**config.mk**
```make
export PLATFORM = sky130hd
export DESIGN_NAME = regfile_scheduler_flat
export DESIGN_NICKNAME = d
export VERILOG_FILES = /design/src/rtl/regfile_scheduler_if.sv /design/src/rtl/regfile_scheduler.sv /design/src/flat_wrapper.sv
export SDC_FILE = /design/constraint.sdc
export NUM_CORES = 1
export LEC_CHECK = 0
export ABC_AREA = 1
export BUFFER_PORTS_ARGS = -buffer_cell sky130_fd_sc_hd__buf_2
export CAP_MARGIN = 30
export CORE_AREA = 3 3 113 115
export DETAILED_ROUTE_END_ITERATION = 16
export DIE_AREA = 0 0 116 118
export PLACE_DENSITY = 0.45
export SLEW_MARGIN = 25
export SYNTH_ARGS = -nofsm -noshare
export SYNTH_HDL_FRONTEND = slang
export SYNTH_SLANG_ARGS = --single-unit
```
**constraint.sdc**
```tcl
create_clock -name I_clk -period 1.1 [get_ports I_clk]
set_clock_uncertainty 0.15 [all_clocks]
set_input_delay 0.165 -clock I_clk [delete_from_list [all_inputs] [get_ports I_clk]]
set_output_delay 0.165 -clock I_clk [all_outputs]
set_load 0.02 [all_outputs]
```
**src/rtl/regfile_scheduler_if.sv**
```systemverilog
// Bus bundle between the register-file scheduler and its clients.
// It groups the write-back, decode and debug requesters and the
// single-port register file. The scheduler uses the slave modport.
// The requesters and the register file together use the master modport.
interface regfile_scheduler_if #(
  parameter int XLEN   = 32,
  parameter int REG_AW = 4
);
  // write-back requester
  logic              I_wb_valid;
  logic [REG_AW-1:0] I_wb_rd;
  logic [XLEN-1:0]   I_wb_data;
  logic              O_wb_ready;
  // decode requester
  logic              I_dec_valid;
  logic [REG_AW-1:0] I_dec_rs1;
  logic [REG_AW-1:0] I_dec_rs2;
  logic              O_dec_ready;
  logic              O_dec_rvalid;
  logic [XLEN-1:0]   O_dec_rdata1;
  logic [XLEN-1:0]   O_dec_rdata2;
  // debug requester
  logic              I_dbg_valid;
  logic              I_dbg_we;
  logic [REG_AW-1:0] I_dbg_addr;
  logic [XLEN-1:0]   I_dbg_wdata;
  logic              O_dbg_ready;
  logic              O_dbg_rvalid;
  logic [XLEN-1:0]   O_dbg_rdata;
  // register file
  logic              O_rf_regwen;
  logic [REG_AW-1:0] O_rf_rs1;
  logic [REG_AW-1:0] O_rf_rs2;
  logic [REG_AW-1:0] O_rf_rd;
  logic [XLEN-1:0]   O_rf_data;
  logic [XLEN-1:0]   I_rf_data1;
  logic [XLEN-1:0]   I_rf_data2;

  modport slave (
    input  I_wb_valid, I_wb_rd, I_wb_data,
    output O_wb_ready,
    input  I_dec_valid, I_dec_rs1, I_dec_rs2,
    output O_dec_ready, O_dec_rvalid, O_dec_rdata1, O_dec_rdata2,
    input  I_dbg_valid, I_dbg_we, I_dbg_addr, I_dbg_wdata,
    output O_dbg_ready, O_dbg_rvalid, O_dbg_rdata,
    output O_rf_regwen, O_rf_rs1, O_rf_rs2, O_rf_rd, O_rf_data,
    input  I_rf_data1, I_rf_data2
  );

  modport master (
    output I_wb_valid, I_wb_rd, I_wb_data,
    input  O_wb_ready,
    output I_dec_valid, I_dec_rs1, I_dec_rs2,
    input  O_dec_ready, O_dec_rvalid, O_dec_rdata1, O_dec_rdata2,
    output I_dbg_valid, I_dbg_we, I_dbg_addr, I_dbg_wdata,
    input  O_dbg_ready, O_dbg_rvalid, O_dbg_rdata,
    input  O_rf_regwen, O_rf_rs1, O_rf_rs2, O_rf_rd, O_rf_data,
    output I_rf_data1, I_rf_data2
  );
endinterface

```
**src/rtl/regfile_scheduler.sv**
```systemverilog
// Single-port register-file scheduler.
// Grants one of write-back, decode or debug per cycle. It drives the
// register-file controls from the grant. It steers the read data, which
// returns one cycle later, back to whoever issued the read.
// Optional macro RFSCHED_DEBUG_EN enables the debug port and its
// anti-starvation counter. Without it, debug inputs are ignored and the
// debug outputs stay at 0.
module regfile_scheduler #(
  parameter int XLEN         = 32,
  parameter int REG_AW       = 4,
  parameter int STARVE_LIMIT = 8
) (
  input  logic                I_clk,
  input  logic                I_rst,
  regfile_scheduler_if.slave  bus
);

  typedef enum logic [1:0] {
    IDLE   = 2'd0,
    DEC_RD = 2'd1
`ifdef RFSCHED_DEBUG_EN
    ,
    DBG_RD = 2'd2
`endif
  } state_t;

  state_t state_q, state_d;
  logic   gnt_wb;
  logic   gnt_dec;

`ifdef RFSCHED_DEBUG_EN
  logic       gnt_dbg;
  logic [7:0] starve_cnt_q, starve_cnt_d;
  logic       dbg_urgent;

  // A debug request that has lost STARVE_LIMIT times jumps the queue
  assign dbg_urgent = bus.I_dbg_valid && (starve_cnt_q == 8'(STARVE_LIMIT));

  // Fixed-priority grant; nothing is granted while reset is held
  always_comb begin
    gnt_wb  = 1'b0;
    gnt_dec = 1'b0;
    gnt_dbg = 1'b0;
    if (!I_rst) begin
      if (dbg_urgent)           gnt_dbg = 1'b1;
      else if (bus.I_wb_valid)  gnt_wb  = 1'b1;
      else if (bus.I_dec_valid) gnt_dec = 1'b1;
      else if (bus.I_dbg_valid) gnt_dbg = 1'b1;
    end
  end

  // Count lost arbitration rounds of a pending debug request
  always_comb begin
    starve_cnt_d = starve_cnt_q;
    if (!bus.I_dbg_valid || gnt_dbg)
      starve_cnt_d = 8'd0;
    else if (starve_cnt_q != 8'(STARVE_LIMIT))
      starve_cnt_d = starve_cnt_q + 8'd1;
  end

  // Starvation counter register
  always_ff @(posedge I_clk or posedge I_rst) begin
    if (I_rst) starve_cnt_q <= 8'd0;
    else       starve_cnt_q <= starve_cnt_d;
  end

  assign bus.O_dbg_ready = gnt_dbg;
`else
  logic unused_dbg;
  assign unused_dbg = ^{bus.I_dbg_valid, bus.I_dbg_we, bus.I_dbg_addr,
                        bus.I_dbg_wdata, 8'(STARVE_LIMIT)};

  // Fixed-priority grant (write-back over decode); none during reset
  always_comb begin
    gnt_wb  = 1'b0;
    gnt_dec = 1'b0;
    if (!I_rst) begin
      if (bus.I_wb_valid)       gnt_wb  = 1'b1;
      else if (bus.I_dec_valid) gnt_dec = 1'b1;
    end
  end

  assign bus.O_dbg_ready  = 1'b0;
  assign bus.O_dbg_rvalid = 1'b0;
  assign bus.O_dbg_rdata  = '0;
`endif

  assign bus.O_wb_ready  = gnt_wb;
  assign bus.O_dec_ready = gnt_dec;

  // Register-file controls follow the grant; x0 writes are swallowed
  always_comb begin
    bus.O_rf_regwen = 1'b0;
    bus.O_rf_rs1    = '0;
    bus.O_rf_rs2    = '0;
    bus.O_rf_rd     = '0;
    bus.O_rf_data   = '0;
    if (gnt_wb) begin
      bus.O_rf_regwen = (bus.I_wb_rd != '0);
      bus.O_rf_rd     = bus.I_wb_rd;
      bus.O_rf_data   = bus.I_wb_data;
    end
    if (gnt_dec) begin
      bus.O_rf_rs1 = bus.I_dec_rs1;
      bus.O_rf_rs2 = bus.I_dec_rs2;
    end
`ifdef RFSCHED_DEBUG_EN
    if (gnt_dbg) begin
      if (bus.I_dbg_we) begin
        bus.O_rf_regwen = (bus.I_dbg_addr != '0);
        bus.O_rf_rd     = bus.I_dbg_addr;
        bus.O_rf_data   = bus.I_dbg_wdata;
      end else begin
        bus.O_rf_rs1 = bus.I_dbg_addr;
      end
    end
`endif
  end

  // Tag the read issued this cycle so next cycle's data goes to its owner
  always_comb begin
    state_d = IDLE;
    if (gnt_dec) state_d = DEC_RD;
`ifdef RFSCHED_DEBUG_EN
    else if (gnt_dbg && !bus.I_dbg_we) state_d = DBG_RD;
`endif
  end

  // Read-tag state register; reset drops any in-flight read
  always_ff @(posedge I_clk or posedge I_rst) begin
    if (I_rst) state_q <= IDLE;
    else       state_q <= state_d;
  end

  assign bus.O_dec_rvalid = (state_q == DEC_RD);
  assign bus.O_dec_rdata1 = (state_q == DEC_RD) ? bus.I_rf_data1 : '0;
  assign bus.O_dec_rdata2 = (state_q == DEC_RD) ? bus.I_rf_data2 : '0;

`ifdef RFSCHED_DEBUG_EN
  assign bus.O_dbg_rvalid = (state_q == DBG_RD);
  assign bus.O_dbg_rdata  = (state_q == DBG_RD) ? bus.I_rf_data1 : '0;
`endif

endmodule

```
**src/flat_wrapper.sv**
```systemverilog
// flat-port wrapper written by rule: the top's interface ports become plain ports
module regfile_scheduler_flat 
#(
  parameter int XLEN         = 32,
  parameter int REG_AW       = 4,
  parameter int STARVE_LIMIT = 8
)
  (I_clk, I_rst, bus_I_wb_valid, bus_I_wb_rd, bus_I_wb_data, bus_O_wb_ready, bus_I_dec_valid, bus_I_dec_rs1, bus_I_dec_rs2, bus_O_dec_ready, bus_O_dec_rvalid, bus_O_dec_rdata1, bus_O_dec_rdata2, bus_I_dbg_valid, bus_I_dbg_we, bus_I_dbg_addr, bus_I_dbg_wdata, bus_O_dbg_ready, bus_O_dbg_rvalid, bus_O_dbg_rdata, bus_O_rf_regwen, bus_O_rf_rs1, bus_O_rf_rs2, bus_O_rf_rd, bus_O_rf_data, bus_I_rf_data1, bus_I_rf_data2);
  regfile_scheduler_if #(.XLEN(XLEN), .REG_AW(REG_AW)) bus_i ();
  input  logic I_clk;
  input  logic I_rst;
  input wire logic [$bits(bus_i.I_wb_valid)-1:0] bus_I_wb_valid;
  input wire logic [$bits(bus_i.I_wb_rd)-1:0] bus_I_wb_rd;
  input wire logic [$bits(bus_i.I_wb_data)-1:0] bus_I_wb_data;
  output wire logic [$bits(bus_i.O_wb_ready)-1:0] bus_O_wb_ready;
  input wire logic [$bits(bus_i.I_dec_valid)-1:0] bus_I_dec_valid;
  input wire logic [$bits(bus_i.I_dec_rs1)-1:0] bus_I_dec_rs1;
  input wire logic [$bits(bus_i.I_dec_rs2)-1:0] bus_I_dec_rs2;
  output wire logic [$bits(bus_i.O_dec_ready)-1:0] bus_O_dec_ready;
  output wire logic [$bits(bus_i.O_dec_rvalid)-1:0] bus_O_dec_rvalid;
  output wire logic [$bits(bus_i.O_dec_rdata1)-1:0] bus_O_dec_rdata1;
  output wire logic [$bits(bus_i.O_dec_rdata2)-1:0] bus_O_dec_rdata2;
  input wire logic [$bits(bus_i.I_dbg_valid)-1:0] bus_I_dbg_valid;
  input wire logic [$bits(bus_i.I_dbg_we)-1:0] bus_I_dbg_we;
  input wire logic [$bits(bus_i.I_dbg_addr)-1:0] bus_I_dbg_addr;
  input wire logic [$bits(bus_i.I_dbg_wdata)-1:0] bus_I_dbg_wdata;
  output wire logic [$bits(bus_i.O_dbg_ready)-1:0] bus_O_dbg_ready;
  output wire logic [$bits(bus_i.O_dbg_rvalid)-1:0] bus_O_dbg_rvalid;
  output wire logic [$bits(bus_i.O_dbg_rdata)-1:0] bus_O_dbg_rdata;
  output wire logic [$bits(bus_i.O_rf_regwen)-1:0] bus_O_rf_regwen;
  output wire logic [$bits(bus_i.O_rf_rs1)-1:0] bus_O_rf_rs1;
  output wire logic [$bits(bus_i.O_rf_rs2)-1:0] bus_O_rf_rs2;
  output wire logic [$bits(bus_i.O_rf_rd)-1:0] bus_O_rf_rd;
  output wire logic [$bits(bus_i.O_rf_data)-1:0] bus_O_rf_data;
  input wire logic [$bits(bus_i.I_rf_data1)-1:0] bus_I_rf_data1;
  input wire logic [$bits(bus_i.I_rf_data2)-1:0] bus_I_rf_data2;
  assign bus_i.I_wb_valid = bus_I_wb_valid;
  assign bus_i.I_wb_rd = bus_I_wb_rd;
  assign bus_i.I_wb_data = bus_I_wb_data;
  assign bus_O_wb_ready = bus_i.O_wb_ready;
  assign bus_i.I_dec_valid = bus_I_dec_valid;
  assign bus_i.I_dec_rs1 = bus_I_dec_rs1;
  assign bus_i.I_dec_rs2 = bus_I_dec_rs2;
  assign bus_O_dec_ready = bus_i.O_dec_ready;
  assign bus_O_dec_rvalid = bus_i.O_dec_rvalid;
  assign bus_O_dec_rdata1 = bus_i.O_dec_rdata1;
  assign bus_O_dec_rdata2 = bus_i.O_dec_rdata2;
  assign bus_i.I_dbg_valid = bus_I_dbg_valid;
  assign bus_i.I_dbg_we = bus_I_dbg_we;
  assign bus_i.I_dbg_addr = bus_I_dbg_addr;
  assign bus_i.I_dbg_wdata = bus_I_dbg_wdata;
  assign bus_O_dbg_ready = bus_i.O_dbg_ready;
  assign bus_O_dbg_rvalid = bus_i.O_dbg_rvalid;
  assign bus_O_dbg_rdata = bus_i.O_dbg_rdata;
  assign bus_O_rf_regwen = bus_i.O_rf_regwen;
  assign bus_O_rf_rs1 = bus_i.O_rf_rs1;
  assign bus_O_rf_rs2 = bus_i.O_rf_rs2;
  assign bus_O_rf_rd = bus_i.O_rf_rd;
  assign bus_O_rf_data = bus_i.O_rf_data;
  assign bus_i.I_rf_data1 = bus_I_rf_data1;
  assign bus_i.I_rf_data2 = bus_I_rf_data2;
  regfile_scheduler #(.XLEN(XLEN), .REG_AW(REG_AW), .STARVE_LIMIT(STARVE_LIMIT)) u_core (.I_clk(I_clk), .I_rst(I_rst), .bus(bus_i));
endmodule
```
* Word level (Yosys, flattened, before mapping)
Index checks and enable logic that the tools add are counted.
Word-level totals: bits of input ports 150, flip-flop bits (word level) 1, logic and storage cells 16, output and inout bits 146
Cells by class: reductions and logical operators 1, eq/ne operators 1, mux-type cells 13
Operators by type and width (number):
- $mux 32 | 3
- $mux 4 | 3
- $mux 1 | 7
- $reduce_bool 4->1 | 1
- $eq 1x1->1 const B | 1

* Logic depth before layout (Yosys ltp)
Gate-level depths: netlist of the first run.
depth in word-level cells 4, depth in mapped cells 5, gate-level depth less buffers 3

* Worst setup path after synthesis of the first run
OpenSTA, ideal clock, no wires.
kind flip-flop to output port, start point register u_core.state_q[0], end point output port bus_O_dec_rdata1[0], path buffers 2, data arrival time 1013 ps, path slack -228 ps, stages on the path, launching flop included 5, cell sequence dfrtp_1 buf_2 buf_2 nand2_1 inv_1
Between the ends: longest elaborated chain between the ends 2
Ends and longest elaborated chain:
- start, declared | RTL line regfile_scheduler.sv:27 | state_t state_q, state_d;
- start signal, assigned | RTL line regfile_scheduler.sv:132 | else state_q <= state_d;
- $eq 1x1->1 | RTL line regfile_scheduler.sv:136 | assign bus.O_dec_rdata1 = (state_q == DEC_RD) ? bus.I_rf_data1 : '0;
- $mux 32 | RTL line regfile_scheduler.sv:136
- end, declared | RTL line flat_wrapper.sv:21 | output wire logic [$bits(bus_i.O_dec_rdata1)-1:0] bus_O_dec_rdata1;
Every way passes these cells.

* Final worst setup path of the first run
start point register u_core.state_q[0], end point output port bus_O_dec_rdata1[18]
The elaborated chain is that of the path after synthesis.

==> results.tsv, run 1 <==
metric	value	unit
viasPerCell	3.33	
grt_pass1_wl	8640	um
fin_area	3550	um2
rows	40	
antenna_found_initial	1	
cp.arrival	0.95	ns
die_area	13700	um2
pwr-share-clk	0	%
period_needed	1.27	ns
critPathKind	flip-flop to output pin	
async_flop_share	100	%
swShare	54.1	%
synth-edff-count	0	
grt_max_degree	18	
die_y	118	um
grt_overflow	0	
worstHoldPathType	input pin to async pin	
die_x	116	um
cp-end-kind	output pin	
fin_tns_setup	-11.13	ns
hpwl	5070	um
synth_common_cells	inv_1 (111), nand2_1 (64), buf_4 (34)	
syn_inst	272	
power.internal	0.000571	W
finalMaxSlewViolations	0	
avgSynthCellArea	4.63	um2
place.port_buffers	223	
status	complete, but fails checks	
timing.fmax	789	MHz
violations	setup timing	
leakagePower	2.32	nW
hold_viol_final	0	
syn2layout_area_growth	181	%
ir_worst_vdd	0.000165	V
ys_warn_count	0	
startpoint_type	flip-flop	
setup_viol	110	
synth_area	1260	um2
cp_max_fo	17	
globalRouteTotalUtil	7.70	%
p_sw	0.000672	W
crit_required	0.78	ns
io_pins	296	
grt_pass1_vias	1838	
ys.flop_type	dfrtp_1	
drive_gt1_share	75.6	%
wl_per_cell	10.5	um
ys_seq_area_share	1.99	%
top_register	u_core.state_q	
initialDrtViolationCount	13	
place_area	2500	um2
yosysMostFrequentCell	inv_1	
drc	0	
powerDensity	350	nW/um2
ctsHoldBuffers	0	
yosysTopAreaCell	inv_1	
nets	661	
clk_pin_slew	0	ns
largest_reg_flops	1	
rsz0062_at_grt	yes	
drv_cap	0	
top_regs	u_core.state_q (1)	
gp_congestion	0.681	
layout_setup_ws	-0.168	ns
power_frac_seq	3.2	%
combPwrFrac	96.8	%
synth_top_cell_area_share	33.1	%
synthDistinctLibCells	13	
route.final.wire_length	6890	um
vias	2182	
nFillCells	1283	
detail-route-antenna-nets	0	
initial_core_util	10.6	%
firstDrtPassIters	3	
layout_worst_path_cycle_share	115	%
diodes	0	
design.core.area	11900	um2
synth_area_leaders	inv_1 (33%), buf_4 (20%), nand2_1 (19%), nor2_2 (9.4%), nor2_1 (8.0%)	
ys_ff_latch	1	
[critical path, stage by stage (launching register included)]
cell     delay, ns
dfrtp_2       0.39
buf_12        0.15
buf_12        0.15
nand2_1       0.08
inv_2         0.03
buf_2         0.15
[power by group through the flow]
stage | clock network (W) | logic [W] | registers, W
after detailed placement | 0 | 0.000833 | 0.0000403
after floorplan | 0 | 0.000558 | 0.0000419
final | 0 | 0.00120 | 0.0000402
after CTS | 0 | 0.00109 | 0.0000403
after global placement | 0 | 0.000835 | 0.0000402
after global routing | 0 | 0.00129 | 0.0000404
[layer usage]
layer / vias up / track usage [%] / wire length (um)
met4: 2 / 0.0725 / 2
met2: 154 / 17.4 / 3970
li1: 1110 / - / -
met1: 914 / 7.11 / 2080
met3: 2 / 1.23 / 820
met5: - / 0 / 13
[layout make-up]
type	count	area (um2)	share of cell area, %
Multi-Input combinational cell	148	982	27.7
Sequential cell	1	26.3	0.741
Timing Repair Buffer	248	1920	54.1
Inverter	112	435	12.3
Tap cell	147	184	5.19
[per-stage QoR]
step           utilization [%]  worst slack [ns]  total power [W]  instances  hold WS [ns]
5_1_grt                   29.8            -0.208          0.00133        656         0.181
3_3_place_gp              21.0            -0.191         0.000876        644        0.0108
2_1_floorplan                -           -0.0935         0.000600        305        -0.244
4_1_cts                   26.6            -0.161          0.00113        652         0.108
3_5_place_dp              21.0            -0.213         0.000873        644       0.00261
6_report                  29.8            -0.168          0.00124        656         0.166
[layout by cell type, fill, tap and decap left out]
| cell | count |
|---|---|
| inv_8 | 1 |
| nand2_8 | 1 |
| nand2_1 | 40 |
| nand2_2 | 24 |
| dfrtp_2 | 1 |
| buf_6 | 55 |
| nor2_4 | 40 |
| inv_1 | 48 |
| nand3_4 | 2 |
| inv_2 | 60 |
| nor2_1 | 2 |
| buf_8 | 1 |
| conb_1 | 34 |
| nor2_2 | 4 |
| clkbuf_16 | 2 |
| buf_12 | 4 |
| buf_2 | 121 |
| a21oi_4 | 1 |
| buf_16 | 3 |
| inv_4 | 3 |
| buf_4 | 62 |
[repair_timing]
action                                  CTS  global route
cloned                                    5             2
endpoints found under the hold margin     0             0
buffers inserted                          3             3
endpoints found under the setup margin  113           112
pin swaps                                 2             4
gates resized for setup                 169            97
[kinds of logic after synthesis]
logic type	after synthesis	synth area share [%]
AND/OR/NAND/NOR	112	37.8
buffers and inverters	157	59.5
AO/OA/AOI/OAI	1	0.397
other	1	0.298
flip-flops	1	1.99
[worst max path at each step]
stage	from	endpoint	depth (start not counted)
global placement	I_rst	bus_O_rf_rs2[0]	5
floorplan	u_core.state_q[0]	bus_O_dec_rdata1[0]	4
global route	u_core.state_q[0]	bus_O_dec_rdata1[9]	5
finish	u_core.state_q[0]	bus_O_dec_rdata1[18]	5
detailed placement	I_rst	bus_O_rf_rs2[0]	5
CTS	u_core.state_q[0]	bus_O_dec_rdata2[6]	5
Note: power is estimated with default switching activity, not from simulation.
==> run 2, diff against run 1 <==
- ABC_AREA: 1 -> unset
- CAP_MARGIN: 30 -> 20
- CORE_AREA: 3 3 113 115 -> 3 3 114 116
- DIE_AREA: 0 0 116 118 -> 0 0 117 119
- GPL_TIMING_DRIVEN: unset -> 0
- PLACE_DENSITY: 0.45 -> 0.42
==> run 2 against run 1 <==
  * The run still ends with setup timing left
  * Critical path depth is 1 lower
  * Via count down 11%
  * Power rose by 4.9%
  * First-iteration DRC count shrank 38%
  * Wire length increased by 2.4%
  * Critical path type unchanged
==> results.tsv, run 2 <==
metric	value	unit
critPathTopFamily	buffers and inverters	
hpwl	5430	um
async_flop_share	100	%
die_y	119	um
cp-end-kind	output pin	
max_stage_delay	0.40	ns
power.internal	0.000757	W
fin_cells	578	
layout_worst_path_cycle_share	118	%
route.final.wire_length	7050	um
seqCellArea	26.3	um2
diodes	0	
drc	0	
startpoint_type	flip-flop	
ys_ff_latch	1	
nFillCells	1190	
timing.fmax	769	MHz
combPwrFrac	96.9	%
synth_fa_ha_area_share	0	%
yosysTopAreaCell	and2_1	
setup_viol	110	
place.port_buffers	223	
swShare	41.9	%
syn_inst	159	
drive_gt1_share	91.4	%
finalMaxSlewViolations	0	
layout_setup_ws	-0.200	ns
firstDrtPassIters	2	
synthDistinctLibCells	10	
power_frac_seq	3.1	%
cp_cell_sequence	buf_12 > clkbuf_16 > and2_4 > buf_6	
initial_core_util	8.73	%
synth_xor_area_share	0	%
viasPerCell	3.36	
avgSynthCellArea	6.59	um2
antenna_found_initial	0	
layout_common_cells	buf_6 (125), buf_2 (109), and2_4 (108)	
initialDrtViolationCount	8	
synth_area_leaders	and2_1 (64%), buf_4 (26%), dfrtp_1 (2.4%), clkbuf_1 (2.1%), nor3b_2 (1.2%)	
p_sw	0.000547	W
grt_max_degree	11	
violations	setup timing	
status	complete, but fails checks	
grt_pass1_wl	10100	um
die_x	117	um
layout_commonest_cell	buf_6	
ys_warn_count	0	
syn2layout_area_growth	265	%
critPathKind	flip-flop to output pin	
pwr-share-clk	0	%
post-route-util	31.8	%
grt_overflow	0	
synth_compound_area_share	1.07	%
io_pins	296	
gp_congestion	0.742	
cpMaxStageDelayCell	dfrtp_2	
powerDensity	341	nW/um2
synth_top_cell_area_share	64.4	%
synthMuxAreaShare	0	%
grt_pass1_vias	2125	
path_buf_inv	3	
yosysMostFrequentCell	and2_1	
synth_area	1050	um2
die_area	13900	um2
period_needed	1.30	ns
top_regs	u_core.state_q (1)	
place_inst	562	
synth-edff-count	0	
cp_max_fo	10	
ir_worst_vdd	0.000168	V
leakagePower	2.13	nW
cp.arrival	0.99	ns
vias	1940	
globalRouteTotalUtil	8.87	%
synth_top_family_by_area	simple AND/OR/NAND/NOR gates	
worstHoldPathType	input pin to async pin	
design.core.area	12000	um2
synth-simple-area-share	66.2	%
fin_tns_setup	-17.31	ns
detail-route-antenna-nets	0	
drv_cap	0	
ys.flop_type	dfrtp_1	
hold_viol_final	0	
ys_seq_area_share	2.39	%
nets	583	
wl_per_cell	12.2	um
hold_slack	0.412	ns
crit_required	0.78	ns
synth_common_cells	and2_1 (108), buf_4 (37), clkbuf_1 (6)	
rows	40	
rsz0062_at_grt	yes	
critPathLaunch	u_core.state_q[0]	
multiInputGateArea	1120	um2
largest_reg_flops	1	
clk_pin_slew	0	ns
top_register	u_core.state_q	
preCtsSetupSlack	-0.328	ns
[run 2: cell count changes after synthesis, moves of 3 or more]
cell and change:
inv_1 -110, and2_1 +108, nand2_1 -64, nor2_1 -27, nor2_2 -19, buf_2 -6
clkbuf_1 +6, buf_4 +3, buf_6 -3
[run 2: area by class of cell]
cell class / instances / share of cell area, %
buffer: 43 / 11.2
inverter: 1 / 0.0982
multi-input combinational: 145 / 29.2
sequential: 1 / 0.687
tap: 147 / 4.81
timing repair buffer: 241 / 54.0
[run 2: worst paths after layout]
path	endpoint	depth (start not counted)
setup / recovery	bus_O_dec_rdata1[20]	4
max in group asynchronous	u_core.state_q[0]	3
min in group I_clk	u_core.state_q[0]	4
hold / removal	u_core.state_q[0]	3
[run 2: routing by layer]
metal / vias to the layer above / GRT usage, % / part of all wire, %
li1: 947 / - / -
met5: - / 0 / 0
met1: 831 / 8.23 / 30
met4: 0 / 0.502 / 0.65
met3: 2 / 1.98 / 13
met2: 160 / 19.4 / 56
[run 2: through the flow]
| stage | power [W] | cell area (um2) |
|---|---|---|
| global placement | 0.000978 | 2770 |
| global route | 0.00139 | 3820 |
| floorplan | 0.000636 | 1470 |
| detailed placement | 0.000981 | 2770 |
| CTS | 0.00129 | 3810 |
| finish | 0.00130 | 3820 |
[run 2: cell families (layout without fill, tap and decap cells)]
family / Yosys count / after routing
buffers and inverters: 46 / 285
flip-flops: 1 / 1
AO/OA/AOI/OAI: 1 / 1
AND/OR/NAND/NOR: 110 / 110
other: 1 / 34
[run 2: worst min-delay path, stage by stage]
cell and delay (ns):
buf_8 0.10, dlygate4sd3_1 0.54, inv_1 0.06
[run 2: power by group through the flow]
stage               combinational (W)  clock [W]  sequential (W)
floorplan                    0.000594          0       0.0000419
global placement             0.000937          0       0.0000405
detailed placement           0.000941          0       0.0000406
CTS                           0.00125          0       0.0000408
global route                  0.00135          0       0.0000410
finish                        0.00126          0       0.0000409
[run 2: timing repair]
item | 4_1_cts | 5_1_grt
setup buffers | 8 | 3
endpoints found under the hold margin | 1 | 0
cloned | 7 | 0
gates resized for setup | 275 | 5
pin swaps | 37 | 4
hold buffers | 1 | 0
endpoints found under the setup margin | 111 | 111
==> run 3, diff against run 2 <==
- CORE_AREA: 3 3 114 116 -> 2 2 116 118
- DIE_AREA: 0 0 117 119 -> 0 0 118 120
- PLACE_DENSITY: 0.42 -> 0.41
==> run 3 against run 2 <==
  * The flow still finishes with violations (setup timing)
  * Power down 7.1%
  * Worst setup slack got worse by 0.020 ns
  * Global-route usage decreased by 0.61 points
  * Sequential power hardly changed
  * Combinational power shrank 7%
  * Via count up 0.77%
  * Cell count is 4.2% higher
  * Sequential share of layout area is 0.063 points higher
  * Die area grew 1.7%
  * First-iteration DRC count rose by 140%
  * Final area down 8.4%
==> results.tsv, run 3 (synthesis results as in run 2) <==
metric	value	unit
layout_common_cells	buf_2 (113), and2_4 (101), buf_4 (89)	
critPathLaunch	u_core.state_q[0]	
power	0.00121	W
layout_commonest_cell	buf_2	
gp_congestion	0.833	
multiInputGateArea	1100	um2
crit_required	0.78	ns
wl_per_cell	11.2	um
route.final.wire_length	6730	um
largest_reg_flops	1	
seqCellArea	26.3	um2
violations	setup timing	
drive_gt1_share	90.6	%
cp-end-kind	output pin	
viasPerCell	3.25	
drv_cap	0	
syn2layout_area_growth	234	%
detail-route-antenna-nets	0	
leakagePower	2.03	nW
power_frac_seq	3.4	%
firstDrtPassIters	4	
timing.fmax	757	MHz
preCtsSetupSlack	-0.352	ns
startpoint_type	flip-flop	
grt_max_degree	11	
cp.arrival	1.01	ns
clk_pin_slew	0	ns
hpwl	5450	um
swShare	43.7	%
hold_viol_final	0	
nets	578	
initial_core_util	8.08	%
powerDensity	346	nW/um2
design.core.area	13000	um2
top_register	u_core.state_q	
status	complete, but fails checks	
place.port_buffers	223	
diodes	0	
io_pins	296	
top_regs	u_core.state_q (1)	
cp_max_fo	10	
grt_pass1_wl	9610	um
rsz0062_at_grt	yes	
vias	1955	
layout_setup_ws	-0.220	ns
combPwrFrac	96.6	%
antenna_found_initial	0	
worstHoldPathType	input pin to async pin	
p_sw	0.000530	W
power.internal	0.000681	W
layout_worst_path_cycle_share	120	%
rows	42	
die_x	118	um
hold_slack	0.441	ns
fin_area	3500	um2
drc	0	
initialDrtViolationCount	19	
die_area	14200	um2
globalRouteTotalUtil	8.26	%
place_area	2810	um2
critPathKind	flip-flop to output pin	
period_needed	1.32	ns
ir_worst_vdd	0.000172	V
nFillCells	1378	
setup_viol	111	
finalMaxSlewViolations	0	
grt_pass1_vias	1978	
pwr-share-clk	0	%
die_y	120	um
grt_overflow	0	
==> run 3: changes by cell type in the layout (fill, tap and decap cells not counted) <==
cell,previous run,this run
buf_6,125,66
buf_8,4,3
and2_2,0,4
and2_4,108,101
clkbuf_8,3,5
buf_4,35,89
and2_1,0,3
buf_12,2,1
clkbuf_16,5,1
buf_2,109,113
==> run 3: worst paths after layout <==
check                      cells past startpoint                    to
hold / removal                                 3     u_core.state_q[0]
setup / recovery                               4  bus_O_dec_rdata1[14]
min in group I_clk                             3     bus_O_rf_data[28]
max in group asynchronous                      3     u_core.state_q[0]
==> run 3: timing repair <==
| action | 4_1_cts | 5_1_grt |
|---|---|---|
| endpoints found under the setup margin | 111 | 110 |
| hold buffers | 1 | 0 |
| hold endpoints to repair | 1 | 0 |
| cloned | 4 | 1 |
| resized for setup | 188 | 21 |
| pin swaps | 32 | 10 |
| buffers inserted | 4 | 4 |
==> run 3: area by class of cell <==
cell class                      count  area share [%]
Timing Repair Buffer              234            49.5
Multi-Input combinational cell    145            31.6
Buffer                             45            11.8
Tap cell                          176            6.29
Sequential cell                     1           0.751
Inverter                            1           0.107
==> run 3: per-layer routing <==
metal | global-route usage (%) | routed length [um] | up-vias
li1 | - | - | 937
met1 | 6.86 | 1950 | 846
met2 | 19.7 | 4010 | 165
met3 | 1.81 | 697 | 7
met4 | 0.226 | 67 | 0
met5 | 0 | 0 | -
==> run 3: worst max-delay path, cell delays in order (launching register included) <==
cell and delay [ns]:
dfrtp_2 0.40, buf_12 0.15, clkbuf_8 0.15, and2_4 0.14
buf_4 0.15
==> run 3: per-stage QoR <==
stage	cells	setup TNS (ns)	util, %
2_1_floorplan	192	-6.61	-
3_3_place_gp	591	-23.85	21.6
3_5_place_dp	591	-25.30	21.6
4_1_cts	600	-19.13	26.7
5_1_grt	602	-21.57	27.0
6_report	602	-18.51	27.0
==> run 3: power by group through the flow <==
stage,registers [W],clock network [W],logic (W)
final,0.0000407,0,0.00117
after detailed placement,0.0000402,0,0.000947
after global placement,0.0000400,0,0.000941
after CTS,0.0000408,0,0.00115
after floorplan,0.0000419,0,0.000594
after global routing,0.0000408,0,0.00124
